===== src/rtl/lcd_timing_gen_if.sv =====
// Pixel-side bus of the LCD timing generator: runtime timing config plus the
// request/data handshake towards the frame-buffer reader.
interface lcd_timing_gen_if #(
  parameter int CNT_W  = 12,
  parameter int DATA_W = 24
);
  logic              cfg_valid;
  logic [CNT_W-1:0]  cfg_h_sync;
  logic [CNT_W-1:0]  cfg_h_back;
  logic [CNT_W-1:0]  cfg_h_disp;
  logic [CNT_W-1:0]  cfg_h_front;
  logic [CNT_W-1:0]  cfg_v_sync;
  logic [CNT_W-1:0]  cfg_v_back;
  logic [CNT_W-1:0]  cfg_v_disp;
  logic [CNT_W-1:0]  cfg_v_front;
  logic              cfg_pending;
  logic              cfg_err;
  logic [DATA_W-1:0] pix_data;
  logic              req;
  logic [CNT_W-1:0]  xpos;
  logic [CNT_W-1:0]  ypos;

  modport master (
    output cfg_valid, cfg_h_sync, cfg_h_back, cfg_h_disp, cfg_h_front,
           cfg_v_sync, cfg_v_back, cfg_v_disp, cfg_v_front, pix_data,
    input  cfg_pending, cfg_err, req, xpos, ypos
  );

  modport slave (
    input  cfg_valid, cfg_h_sync, cfg_h_back, cfg_h_disp, cfg_h_front,
           cfg_v_sync, cfg_v_back, cfg_v_disp, cfg_v_front, pix_data,
    output cfg_pending, cfg_err, req, xpos, ypos
  );
endinterface


===== src/rtl/lcd_timing_gen.sv =====
// Programmable LCD/VGA raster timing generator; all outputs registered one clock
// after the counter state they describe. New timing is shadowed until frame end.
module lcd_timing_gen #(
  parameter int CNT_W   = 12,
  parameter int DATA_W  = 24,
  parameter int AHEAD   = 1,
  parameter int HS_POL  = 0,
  parameter int VS_POL  = 0,
  parameter int H_SYNC  = 128,
  parameter int H_BACK  = 88,
  parameter int H_DISP  = 800,
  parameter int H_FRONT = 40,
  parameter int V_SYNC  = 4,
  parameter int V_BACK  = 23,
  parameter int V_DISP  = 600,
  parameter int V_FRONT = 1
) (
  input  logic              clk,
  input  logic              rst_n,
  lcd_timing_gen_if.slave   bus,
  output logic              lcd_hs,
  output logic              lcd_vs,
  output logic              lcd_de,
  output logic [DATA_W-1:0] lcd_rgb,
  output logic              frame_start
);
  localparam int SW = CNT_W + 2;
  localparam logic [SW-1:0] LIM = SW'(1) << CNT_W;
  localparam logic HS_ON = (HS_POL != 0);
  localparam logic VS_ON = (VS_POL != 0);
  // Field order everywhere: h_sync, h_back, h_disp, h_front, v_sync, v_back, v_disp, v_front
  localparam int DEF [8] = '{H_SYNC, H_BACK, H_DISP, H_FRONT,
                             V_SYNC, V_BACK, V_DISP, V_FRONT};

  logic [CNT_W-1:0]  w_in [8];
  logic [CNT_W-1:0]  r_act [8];
  logic [CNT_W-1:0]  r_shd [8];
  logic              r_pending;
  logic              r_err;
  logic [CNT_W-1:0]  r_hcnt;
  logic [CNT_W-1:0]  r_vcnt;
  logic              r_hs, r_vs, r_de, r_req, r_fs;
  logic [CNT_W-1:0]  r_xpos, r_ypos;
  logic [DATA_W-1:0] r_rgb;

  function automatic logic [SW-1:0] f_sum4(input logic [CNT_W-1:0] a, b, c, d);
    return SW'(a) + SW'(b) + SW'(c) + SW'(d);
  endfunction

  assign w_in[0] = bus.cfg_h_sync;
  assign w_in[1] = bus.cfg_h_back;
  assign w_in[2] = bus.cfg_h_disp;
  assign w_in[3] = bus.cfg_h_front;
  assign w_in[4] = bus.cfg_v_sync;
  assign w_in[5] = bus.cfg_v_back;
  assign w_in[6] = bus.cfg_v_disp;
  assign w_in[7] = bus.cfg_v_front;

  logic [SW-1:0] w_ht, w_vt, w_in_ht, w_in_vt;
  logic          w_cfg_ok, w_accept, w_apply_pt, w_h_last, w_v_last;

  assign w_ht    = f_sum4(r_act[0], r_act[1], r_act[2], r_act[3]);
  assign w_vt    = f_sum4(r_act[4], r_act[5], r_act[6], r_act[7]);
  assign w_in_ht = f_sum4(w_in[0], w_in[1], w_in[2], w_in[3]);
  assign w_in_vt = f_sum4(w_in[4], w_in[5], w_in[6], w_in[7]);

  // Sums are taken two bits wider than the fields so an oversized total cannot wrap
  assign w_cfg_ok = (w_in[2] != '0) && (w_in[6] != '0) &&
                    (w_in[0] != '0) && (w_in[4] != '0) &&
                    ((SW'(w_in[0]) + SW'(w_in[1])) >= SW'(AHEAD)) &&
                    (w_in_ht <= LIM) && (w_in_vt <= LIM);
  assign w_accept = bus.cfg_valid && w_cfg_ok;

  logic [SW-1:0] w_hc, w_vc, w_h_start, w_h_end, w_v_start, w_v_end, w_req_lo, w_req_hi;
  logic          w_v_win, w_de, w_req;

  assign w_hc       = {2'b00, r_hcnt};
  assign w_vc       = {2'b00, r_vcnt};
  assign w_h_last   = (w_hc == w_ht - SW'(1));
  assign w_v_last   = (w_vc == w_vt - SW'(1));
  assign w_apply_pt = w_h_last && w_v_last;

  assign w_h_start = SW'(r_act[0]) + SW'(r_act[1]);
  assign w_h_end   = w_h_start + SW'(r_act[2]);
  assign w_v_start = SW'(r_act[4]) + SW'(r_act[5]);
  assign w_v_end   = w_v_start + SW'(r_act[6]);
  assign w_req_lo  = w_h_start - SW'(AHEAD);
  assign w_req_hi  = w_h_end - SW'(AHEAD);

  assign w_v_win = (w_vc >= w_v_start) && (w_vc < w_v_end);
  assign w_de    = w_v_win && (w_hc >= w_h_start) && (w_hc < w_h_end);
  assign w_req   = w_v_win && (w_hc >= w_req_lo) && (w_hc < w_req_hi);

  // Timing config: shadow captures every accepted cfg, active swaps only at frame end
  always_ff @(posedge clk or negedge rst_n) begin
    if (!rst_n) begin
      for (int i = 0; i < 8; i++) begin
        r_act[i] <= CNT_W'(DEF[i]);
        r_shd[i] <= CNT_W'(DEF[i]);
      end
      r_pending <= 1'b0;
      r_err     <= 1'b0;
    end else begin
      for (int i = 0; i < 8; i++) begin
        if (w_apply_pt && w_accept)
          r_act[i] <= w_in[i];
        else if (w_apply_pt && r_pending)
          r_act[i] <= r_shd[i];
        if (w_accept)
          r_shd[i] <= w_in[i];
      end
      if (w_apply_pt)
        r_pending <= 1'b0;
      else if (w_accept)
        r_pending <= 1'b1;
      r_err <= bus.cfg_valid && !w_cfg_ok;
    end
  end

  always_ff @(posedge clk or negedge rst_n) begin
    if (!rst_n) begin
      r_hcnt <= '0;
      r_vcnt <= '0;
    end else if (w_h_last) begin
      r_hcnt <= '0;
      r_vcnt <= w_v_last ? '0 : r_vcnt + CNT_W'(1);
    end else begin
      r_hcnt <= r_hcnt + CNT_W'(1);
    end
  end

  always_ff @(posedge clk or negedge rst_n) begin
    if (!rst_n) begin
      r_hs   <= ~HS_ON;
      r_vs   <= ~VS_ON;
      r_de   <= 1'b0;
      r_req  <= 1'b0;
      r_xpos <= '0;
      r_ypos <= '0;
      r_rgb  <= '0;
      r_fs   <= 1'b0;
    end else begin
      r_hs   <= (w_hc < SW'(r_act[0])) ? HS_ON : ~HS_ON;
      r_vs   <= (w_vc < SW'(r_act[4])) ? VS_ON : ~VS_ON;
      r_de   <= w_de;
      r_req  <= w_req;
      r_xpos <= w_req ? CNT_W'(w_hc - w_req_lo) : '0;
      r_ypos <= w_req ? CNT_W'(w_vc - w_v_start) : '0;
      r_rgb  <= w_de ? bus.pix_data : '0;
      r_fs   <= (r_hcnt == '0) && (r_vcnt == '0);
    end
  end

  assign bus.cfg_pending = r_pending;
  assign bus.cfg_err     = r_err;
  assign bus.req         = r_req;
  assign bus.xpos        = r_xpos;
  assign bus.ypos        = r_ypos;
  assign lcd_hs          = r_hs;
  assign lcd_vs          = r_vs;
  assign lcd_de          = r_de;
  assign lcd_rgb         = r_rgb;
  assign frame_start     = r_fs;
endmodule


===== src/flat_wrapper.sv =====
// flat-port wrapper written by rule: the top's interface ports become plain ports
module lcd_timing_gen_flat 
#(
  parameter int CNT_W   = 12,
  parameter int DATA_W  = 24,
  parameter int AHEAD   = 1,
  parameter int HS_POL  = 0,
  parameter int VS_POL  = 0,
  parameter int H_SYNC  = 128,
  parameter int H_BACK  = 88,
  parameter int H_DISP  = 800,
  parameter int H_FRONT = 40,
  parameter int V_SYNC  = 4,
  parameter int V_BACK  = 23,
  parameter int V_DISP  = 600,
  parameter int V_FRONT = 1
)
  (clk, rst_n, lcd_hs, lcd_vs, lcd_de, lcd_rgb, frame_start, bus_cfg_valid, bus_cfg_h_sync, bus_cfg_h_back, bus_cfg_h_disp, bus_cfg_h_front, bus_cfg_v_sync, bus_cfg_v_back, bus_cfg_v_disp, bus_cfg_v_front, bus_pix_data, bus_cfg_pending, bus_cfg_err, bus_req, bus_xpos, bus_ypos);
  lcd_timing_gen_if #(.CNT_W(CNT_W), .DATA_W(DATA_W)) bus_i ();
  input  logic clk;
  input  logic rst_n;
  output logic lcd_hs;
  output logic lcd_vs;
  output logic lcd_de;
  output logic [DATA_W-1:0] lcd_rgb;
  output logic frame_start;
  input wire logic [$bits(bus_i.cfg_valid)-1:0] bus_cfg_valid;
  input wire logic [$bits(bus_i.cfg_h_sync)-1:0] bus_cfg_h_sync;
  input wire logic [$bits(bus_i.cfg_h_back)-1:0] bus_cfg_h_back;
  input wire logic [$bits(bus_i.cfg_h_disp)-1:0] bus_cfg_h_disp;
  input wire logic [$bits(bus_i.cfg_h_front)-1:0] bus_cfg_h_front;
  input wire logic [$bits(bus_i.cfg_v_sync)-1:0] bus_cfg_v_sync;
  input wire logic [$bits(bus_i.cfg_v_back)-1:0] bus_cfg_v_back;
  input wire logic [$bits(bus_i.cfg_v_disp)-1:0] bus_cfg_v_disp;
  input wire logic [$bits(bus_i.cfg_v_front)-1:0] bus_cfg_v_front;
  input wire logic [$bits(bus_i.pix_data)-1:0] bus_pix_data;
  output wire logic [$bits(bus_i.cfg_pending)-1:0] bus_cfg_pending;
  output wire logic [$bits(bus_i.cfg_err)-1:0] bus_cfg_err;
  output wire logic [$bits(bus_i.req)-1:0] bus_req;
  output wire logic [$bits(bus_i.xpos)-1:0] bus_xpos;
  output wire logic [$bits(bus_i.ypos)-1:0] bus_ypos;
  assign bus_i.cfg_valid = bus_cfg_valid;
  assign bus_i.cfg_h_sync = bus_cfg_h_sync;
  assign bus_i.cfg_h_back = bus_cfg_h_back;
  assign bus_i.cfg_h_disp = bus_cfg_h_disp;
  assign bus_i.cfg_h_front = bus_cfg_h_front;
  assign bus_i.cfg_v_sync = bus_cfg_v_sync;
  assign bus_i.cfg_v_back = bus_cfg_v_back;
  assign bus_i.cfg_v_disp = bus_cfg_v_disp;
  assign bus_i.cfg_v_front = bus_cfg_v_front;
  assign bus_i.pix_data = bus_pix_data;
  assign bus_cfg_pending = bus_i.cfg_pending;
  assign bus_cfg_err = bus_i.cfg_err;
  assign bus_req = bus_i.req;
  assign bus_xpos = bus_i.xpos;
  assign bus_ypos = bus_i.ypos;
  lcd_timing_gen #(.CNT_W(CNT_W), .DATA_W(DATA_W), .AHEAD(AHEAD), .HS_POL(HS_POL), .VS_POL(VS_POL), .H_SYNC(H_SYNC), .H_BACK(H_BACK), .H_DISP(H_DISP), .H_FRONT(H_FRONT), .V_SYNC(V_SYNC), .V_BACK(V_BACK), .V_DISP(V_DISP), .V_FRONT(V_FRONT)) u_core (.clk(clk), .rst_n(rst_n), .bus(bus_i), .lcd_hs(lcd_hs), .lcd_vs(lcd_vs), .lcd_de(lcd_de), .lcd_rgb(lcd_rgb), .frame_start(frame_start));
endmodule

===== config.mk =====
export PLATFORM = sky130hd
export DESIGN_NAME = lcd_timing_gen_flat
export DESIGN_NICKNAME = d
export VERILOG_FILES = /design/src/rtl/lcd_timing_gen_if.sv /design/src/rtl/lcd_timing_gen.sv /design/src/flat_wrapper.sv
export SDC_FILE = /design/constraint.sdc
export NUM_CORES = 1
export LEC_CHECK = 0
export BUFFER_PORTS_ARGS = -buffer_cell sky130_fd_sc_hd__buf_2
export CAP_MARGIN = 20
export CORE_MARGIN = 5
export CORE_UTILIZATION = 60
export CTS_CLUSTER_SIZE = 20
export DETAILED_ROUTE_END_ITERATION = 8
export PLACE_DENSITY = 0.85
export SLEW_MARGIN = 10
export SYNTH_ARGS = -nofsm -noshare
export SYNTH_HDL_FRONTEND = slang
export SYNTH_SLANG_ARGS = --single-unit
export TNS_END_PERCENT = 10

===== constraint.sdc =====
create_clock -name clk -period 8.1 [get_ports clk]
set_input_delay 0.405 -clock clk [delete_from_list [all_inputs] [get_ports clk]]
set_output_delay 0.405 -clock clk [all_outputs]
set_load 0.02 [all_outputs]

# --- After elaboration in Yosys (flattened, before gate mapping) ---
# Cells that the tools add are included.
# W data, S select, Z words.
totals:
  register_bits: 271
  input_bits: 123
  output_inout_bits: 55
op_classes:
  n_addsub: 20
  order_cmp: 11
  n_eq_ne: 2
  muxes: 25
  n_reduce_logical: 26
op_table:
  columns: ["operator", "count"]
  rows:
  - ["$mux W12", 20]
  - ["$add A14 B12 Y14", 7]
  - ["$add A12 B12 Y13", 4]
  - ["$reduce_bool A12 Y1", 4]
  - ["$lt A12 B14 Y1", 3]
  - ["$sub A14 B1 Y14 const B", 3]
  - ["$eq A12 B14 Y1", 2]
  - ["$ge A12 B14 Y1", 2]
  - ["$le A14 B13 Y1 const B", 2]
  - ["$add A12 B1 Y12 const B", 2]
  - ["$logic_not A12 Y1", 2]
  - ["$lt A12 B12 Y1", 2]
  - ["$mux W24", 1]
  - ["$sub A12 B12 Y12", 2]
  - ["$logic_and A1 B1 Y1", 17]
  - ["$add A13 B12 Y14", 1]
  - ["$ge A14 B1 Y1 const B", 1]
  - ["$sub A13 B1 Y14 const B", 1]
  - ["$ge A12 B13 Y1", 1]
  - ["$mux W1", 4]
  - ["$reduce_bool A2 Y1", 2]
  - ["$logic_not A1 Y1", 1]

# --- Depth between registers and ports, before layout ---
logic_depth:
  word_depth: 10
  depth_mapped: 36
  ltp_nobuf: 31

# --- Worst setup path before layout ---
# OpenSTA, ideal clock, no wires.
synth_timing:
  path_type: "reg2reg"
  start: "register u_core.r_act[24] (netlist name)"
  end: "register u_core.r_act[12] (netlist name)"
  arrival_ps: 6075
  required_ps: 7974
  path_slack_ps: 1900
  stages_incl_launch_ff: 33
  path_buffers: 4
  period_less_slack_ps: 6200
  path_cell_list: "dfstp_2 ha_1 inv_1 fa_1 nor2b_1 o21ai_0 a21boi_0 nor2_1 ha_1 and3_1 a221oi_1 a21oi_1 a21o_1 a21oi_1 nor2_1 o21ai_0 nand2_1 xnor2_1 ha_1 inv_1 ha_1 clkbuf_1 xnor2_1 xnor2_1 or4_1 nor3_1 and4_1 buf_4 nand2_1 buf_2 buf_2 a2bb2oi_1 nand3_1"
synth_via:
  elab_chain_cells: 8
  elab_cells_between_ends: 10
  cone_classes: "add/sub (4); eq/ne (1); mux (1); reduce/logical (4)"
synth_lines:
  columns: ["element", "line_no", "text"]
  rows:
  - ["start, declared", "lcd_timing_gen.sv:36", "logic [CNT_W-1:0] r_act [8];"]
  - ["start signal, assigned by index", "lcd_timing_gen.sv:98", "r_act[i] <= CNT_W'(DEF[i]);"]
  - ["start signal, assigned by index", "lcd_timing_gen.sv:106", "r_act[i] <= w_in[i];"]
  - ["start signal, assigned by index", "lcd_timing_gen.sv:108", "r_act[i] <= r_shd[i];"]
  - ["$add A12 B12 Y13 *", "lcd_timing_gen.sv:47", "return SW'(a) + SW'(b) + SW'(c) + SW'(d);"]
  - ["$add A13 B12 Y14 *", null, null]
  - ["$add A14 B12 Y14 *", "lcd_timing_gen.sv:47", null]
  - ["$sub A14 B1 Y14 *", "lcd_timing_gen.sv:80", "assign w_v_last = (w_vc == w_vt - SW'(1));"]
  - ["$eq A12 B14 Y1 *", "lcd_timing_gen.sv:80", null]
  - ["$logic_and A1 B1 Y1 *", "lcd_timing_gen.sv:81", "assign w_apply_pt = w_h_last && w_v_last;"]
  - ["$logic_and A1 B1 Y1, on equally long branches", "lcd_timing_gen.sv:105, lcd_timing_gen.sv:107", null]
  - ["$mux W12 or $reduce_bool A2 Y1 (tied branches)", null, null]
# Mark *: on every way between the ends. The rest lies on a longest branch, timed or not.
# A chain may end at the register's enable or synchronous reset.

# --- Final worst setup path ---
layout_timing:
  start: "register u_core.r_act[72] (netlist name)"
  end: "register u_core.r_act[49] (netlist name)"
layout_via:
  elab_chain_cells: 8
  elab_cells_between_ends: 10
  cone_classes: "add/sub (4); eq/ne (1); mux (1); reduce/logical (4)"
layout_lines:
  columns: ["element", "line_no", "text"]
  rows:
  - ["$add A12 B12 Y13 *", "lcd_timing_gen.sv:47", null]
  - ["$add A14 B12 Y14 * (2 in a row)", "lcd_timing_gen.sv:47", null]
  - ["$sub A14 B1 Y14 *", "lcd_timing_gen.sv:79", "assign w_h_last = (w_hc == w_ht - SW'(1));"]
  - ["$eq A12 B14 Y1 *", "lcd_timing_gen.sv:79", null]
  - ["$logic_and A1 B1 Y1 *", "lcd_timing_gen.sv:81", null]
  - ["$logic_and A1 B1 Y1, on equally long branches", "lcd_timing_gen.sv:105, lcd_timing_gen.sv:107", null]
  - ["$mux W12 or $reduce_bool A2 Y1 (tied branches)", null, null]
# Marks and branches as above.

==> reports/metrics.csv <==
stage;metric;value;unit
global_route;vias in the first global route;19600;
global_route;GR Util met3;4.96;%
synth;synthesized area per cell;9.05;sq um
drt;Antenna Nets Post-Route;0;
place;dpl cell area;24600;sq um
timing;period utilization;93.6;%
timing;Max-slew headroom;30.6;%
timing;Max Clk Rate;132;MHz
cts;Bufs on Longest Clock Path;3;
place;PortBufs;177;
final_layout;post-route insts no fill;3236;
pwr;Comb power frac;35.3;%
worst_setup_path;Worst Path Max Fanout;80;
timing;worst hold slack;46.4;ps
synth;ys flop type;dfrtp_1;
floorplan;Core ar.;38600;sq um
pwr;Design Power;5.26;mW
cts;TritonCTS clock tree;done;
global_route;total grt overflow;0;
synth;Post-synth ARST share;100;%
timing;Final Hold Fails;0;
place;GPL Wtd Cong;0.918;
cts;H-tree depth;1;
global_route;largest net degree at the start of global routing;144;
global_route;initial antenna violation count;1;
cts;clock root cell;clkbuf_16;
worst_setup_path;Worst EP arrival;8080;ps
synth;register area share after synthesis;29.2;%
worst_setup_path;Worst Setup End Kind;register;
final_layout;design area;25800;sq um
place;DP HPWL;48200;um
floorplan;die height;208;um
final_layout;post-layout util;66.6;%
drt;DR vias/cell;6.30;
timing;min cycle time layout;7580;ps
final_layout;area grow syn2layout;9.95;%
pwr;net switching power;1.67;mW
job;Max Cap Viol;0;
pwr;clock network fraction of total power;28.8;%
worst_setup_path;Crit Path Category;reg -> reg;
synth;Syn Nets;2985;
place;dpl cells;3177;
synth;Post-synth EDFFs;0;
drt;1st-pass router iterations;6;
place;post-place setup slack;846;ps
drt;final WL;64400;um
synth;share of the synthesized area in the top cell type;24.7;%
outcome;status;completed;
global_route;met1 Usage GRT;41.5;%
timing;Setup Skew;16.3;ps
global_route;M2 GR Usage;44.6;%
timing;Slew @ Worst Pin;1040;ps
worst_hold_path;Worst Hold Class;in -> reg;
cts;Reg clk slew, reported paths;60;ps
global_route;global-route usage over all layers;28.9;%
timing;RSZ-0062 raised after global routing;no;
synth;top post-synthesis cells by area;dfrtp_1, ha_1, nand3_1, dfstp_2, inv_1;
global_route;gr busiest metal;met2;
pwr;PwrDens;204;nW/um^2
timing;worst setup margin;517;ps
floorplan;Initial Utilization;60.6;%
final_layout;fillers;3066;
drt;drt wl/cell;19.9;um
drt;vias;20400;
cts;hold_buf cts;1;
pwr;sw frac;31.8;%
drt;DR DRC count;0;
cts;CTS sink cnt;271;
synth;#FFs+latches synth;271;
final_layout;layout cells sized above 1;14.8;%
timing;final setup TNS;0;ps
pwr;P_int;3.59;mW
synth;Syn Std Cell Area;23400;sq um
pwr;Lkg Pwr;12.2;nW
global_route;first-pass GRT wire length;104000;um
cts;post-cts sizing count;0;
drt;Initial DRC Count;1868;
timing;final setup violation count;0;
worst_setup_path;worst path required time;8600;ps
floorplan;DIE AREA;43100;sq um
cts;CTS Buf Count;30;
floorplan;num rows;72;
synth;Cells after Synth;2587;
cts;later-pin clock latency in the skew report;580;ps
floorplan;die width;208;um
synth;Synth area leader;dfrtp_1;
synth;warnings from Yosys;0;
final_layout;Final #Nets;3091;
pwr;Max IR drop VDD;0.174;mV
cts;Post-CTS Setup Inserts;0;
pwr;sequential share of power;35.9;%
timing;count of pins over their slew limit;0;
worst_setup_path;critical path startpoint category;register;
synth;Synth cell types;82;
floorplan;top-level I/O count;178;
## cells in the mapped netlist, drive strengths merged, types with 11 or more instances
| library cell | instances |
|---|---|
| xnor2 | 75 |
| dfstp | 40 |
| nand2b | 130 |
| a211oi | 17 |
| o21ai | 80 |
| nor2b | 24 |
| a21oi | 94 |
| a31oi | 22 |
| clkbuf | 63 |
| a211o | 11 |
| inv | 267 |
| a2bb2oi | 96 |
| fa | 36 |
| o21a | 29 |
| nand4b | 99 |
| nor3 | 39 |
| mux2 | 96 |
| and3 | 30 |
| a21o | 48 |
| and2 | 11 |
| nand2 | 93 |
| nand3 | 230 |
| or3 | 15 |
| o21bai | 12 |
| nor4 | 24 |
| ha | 239 |
| nand4 | 17 |
| dfrtp | 231 |
| xor2 | 59 |
| nor2 | 143 |
| buf | 55 |
## cell families after synthesis
| logic type | synth area share [%] |
|---|---|
| xor+xnor | 5.01 |
| fa+ha+maj | 15.9 |
| mux | 5.93 |
| buf+inv | 6.76 |
| simple gates | 21.3 |
| compound gates | 15.9 |
| flops | 29.2 |
## state kept, by name (all words and copies together), names as in the netlist, 12 cells and up
name / count
u_core.r_shd: 96
u_core.r_vcnt: 12
u_core.lcd_rgb: 24
u_core.bus.ypos: 12
u_core.bus.xpos: 12
u_core.r_act: 96
u_core.r_hcnt: 12
## critical path, cell delays in order (launching register included)
cell       delay (ps)
dfrtp_1           480
ha_1              250
inv_1              70
fa_1              390
nor2b_1           170
o21ai_0           110
a21oi_1           550
ha_1              420
a21o_1            220
o31a_1            320
a21oi_1           390
inv_1             180
ha_1              320
inv_1              40
ha_1              360
and3_1            220
a2111oi_0         540
xnor2_1           190
nand4b_1          130
nor4_1            290
and4_1            480
and2_4            590
buf_12            370
nand4b_1          180
nand3_1           140
## area by class of cell
| cell class | instances | area, sq um | area share (%) |
|---|---|---|---|
| Inverter | 267 | 1000 | 3.89 |
| Antenna cell | 1 | 2.50 | 0.00972 |
| Tap cell | 518 | 648 | 2.52 |
| Multi-Input combinational cell | 1931 | 15000 | 58.4 |
| Clock inverter | 13 | 209 | 0.811 |
| Timing Repair Buffer | 192 | 1130 | 4.38 |
| Clock buffer | 43 | 901 | 3.50 |
| Sequential cell | 271 | 6840 | 26.5 |
## per-layer routing
layer | routed length (um) | part of all wire [%] | vias up
met2 | 28600 | 44 | 788
li1 | - | - | 9537
met5 | 0 | 0 | -
met3 | 4910 | 7.6 | 129
met1 | 28700 | 45 | 9947
met4 | 2230 | 3.5 | 0
## worst paths after layout
| path | slack, ps | start | end | cells after the start |
|---|---|---|---|---|
| worst max-delay path | 520 | u_core.r_act[72] | u_core.r_act[49] | 24 |
| worst min-delay path | 50 | bus_pix_data[6] | u_core.lcd_rgb[6] | 3 |
| worst max register to register | 520 | u_core.r_act[72] | u_core.r_act[49] | 24 |
| worst min register to register | 510 | u_core.r_shd[3] | u_core.r_shd[3] | 1 |
| max in group asynchronous | 6210 | rst_n | u_core.bus.cfg_pending | 3 |
| min in group asynchronous | 480 | rst_n | u_core.r_shd[4] | 2 |
## layout by cell type, fill, tap and decap left out, types with 15 or more instances in the layout
master / count
inv_1: 267
ha_1: 239
nand3_1: 230
dfrtp_1: 230
buf_2: 176
nor2_1: 143
nand2b_1: 130
nand4b_1: 99
a2bb2oi_1: 96
a21oi_1: 94
nand2_1: 92
o21ai_0: 80
xnor2_1: 75
mux2_4: 61
xor2_1: 59
a21o_1: 48
dfstp_2: 40
nor3_1: 39
fa_1: 36
mux2_2: 35
clkbuf_16: 31
o21a_1: 29
and3_1: 29
nor2b_1: 24
nor4_1: 24
a31oi_1: 22
a211oi_1: 17
nand4_1: 16
or3_1: 15
## power by group through the flow
| stage | combinational [mW] | clock, mW | sequential (mW) |
|---|---|---|---|
| after floorplan | 1.55 | 0 | 1.78 |
| after global placement | 1.77 | 0 | 1.87 |
| after detailed placement | 1.83 | 0 | 1.89 |
| after CTS | 1.85 | 1.53 | 1.88 |
| after global routing | 2.02 | 1.58 | 1.92 |
| final | 1.86 | 1.52 | 1.89 |
Power figures use the tool's default switching activity.
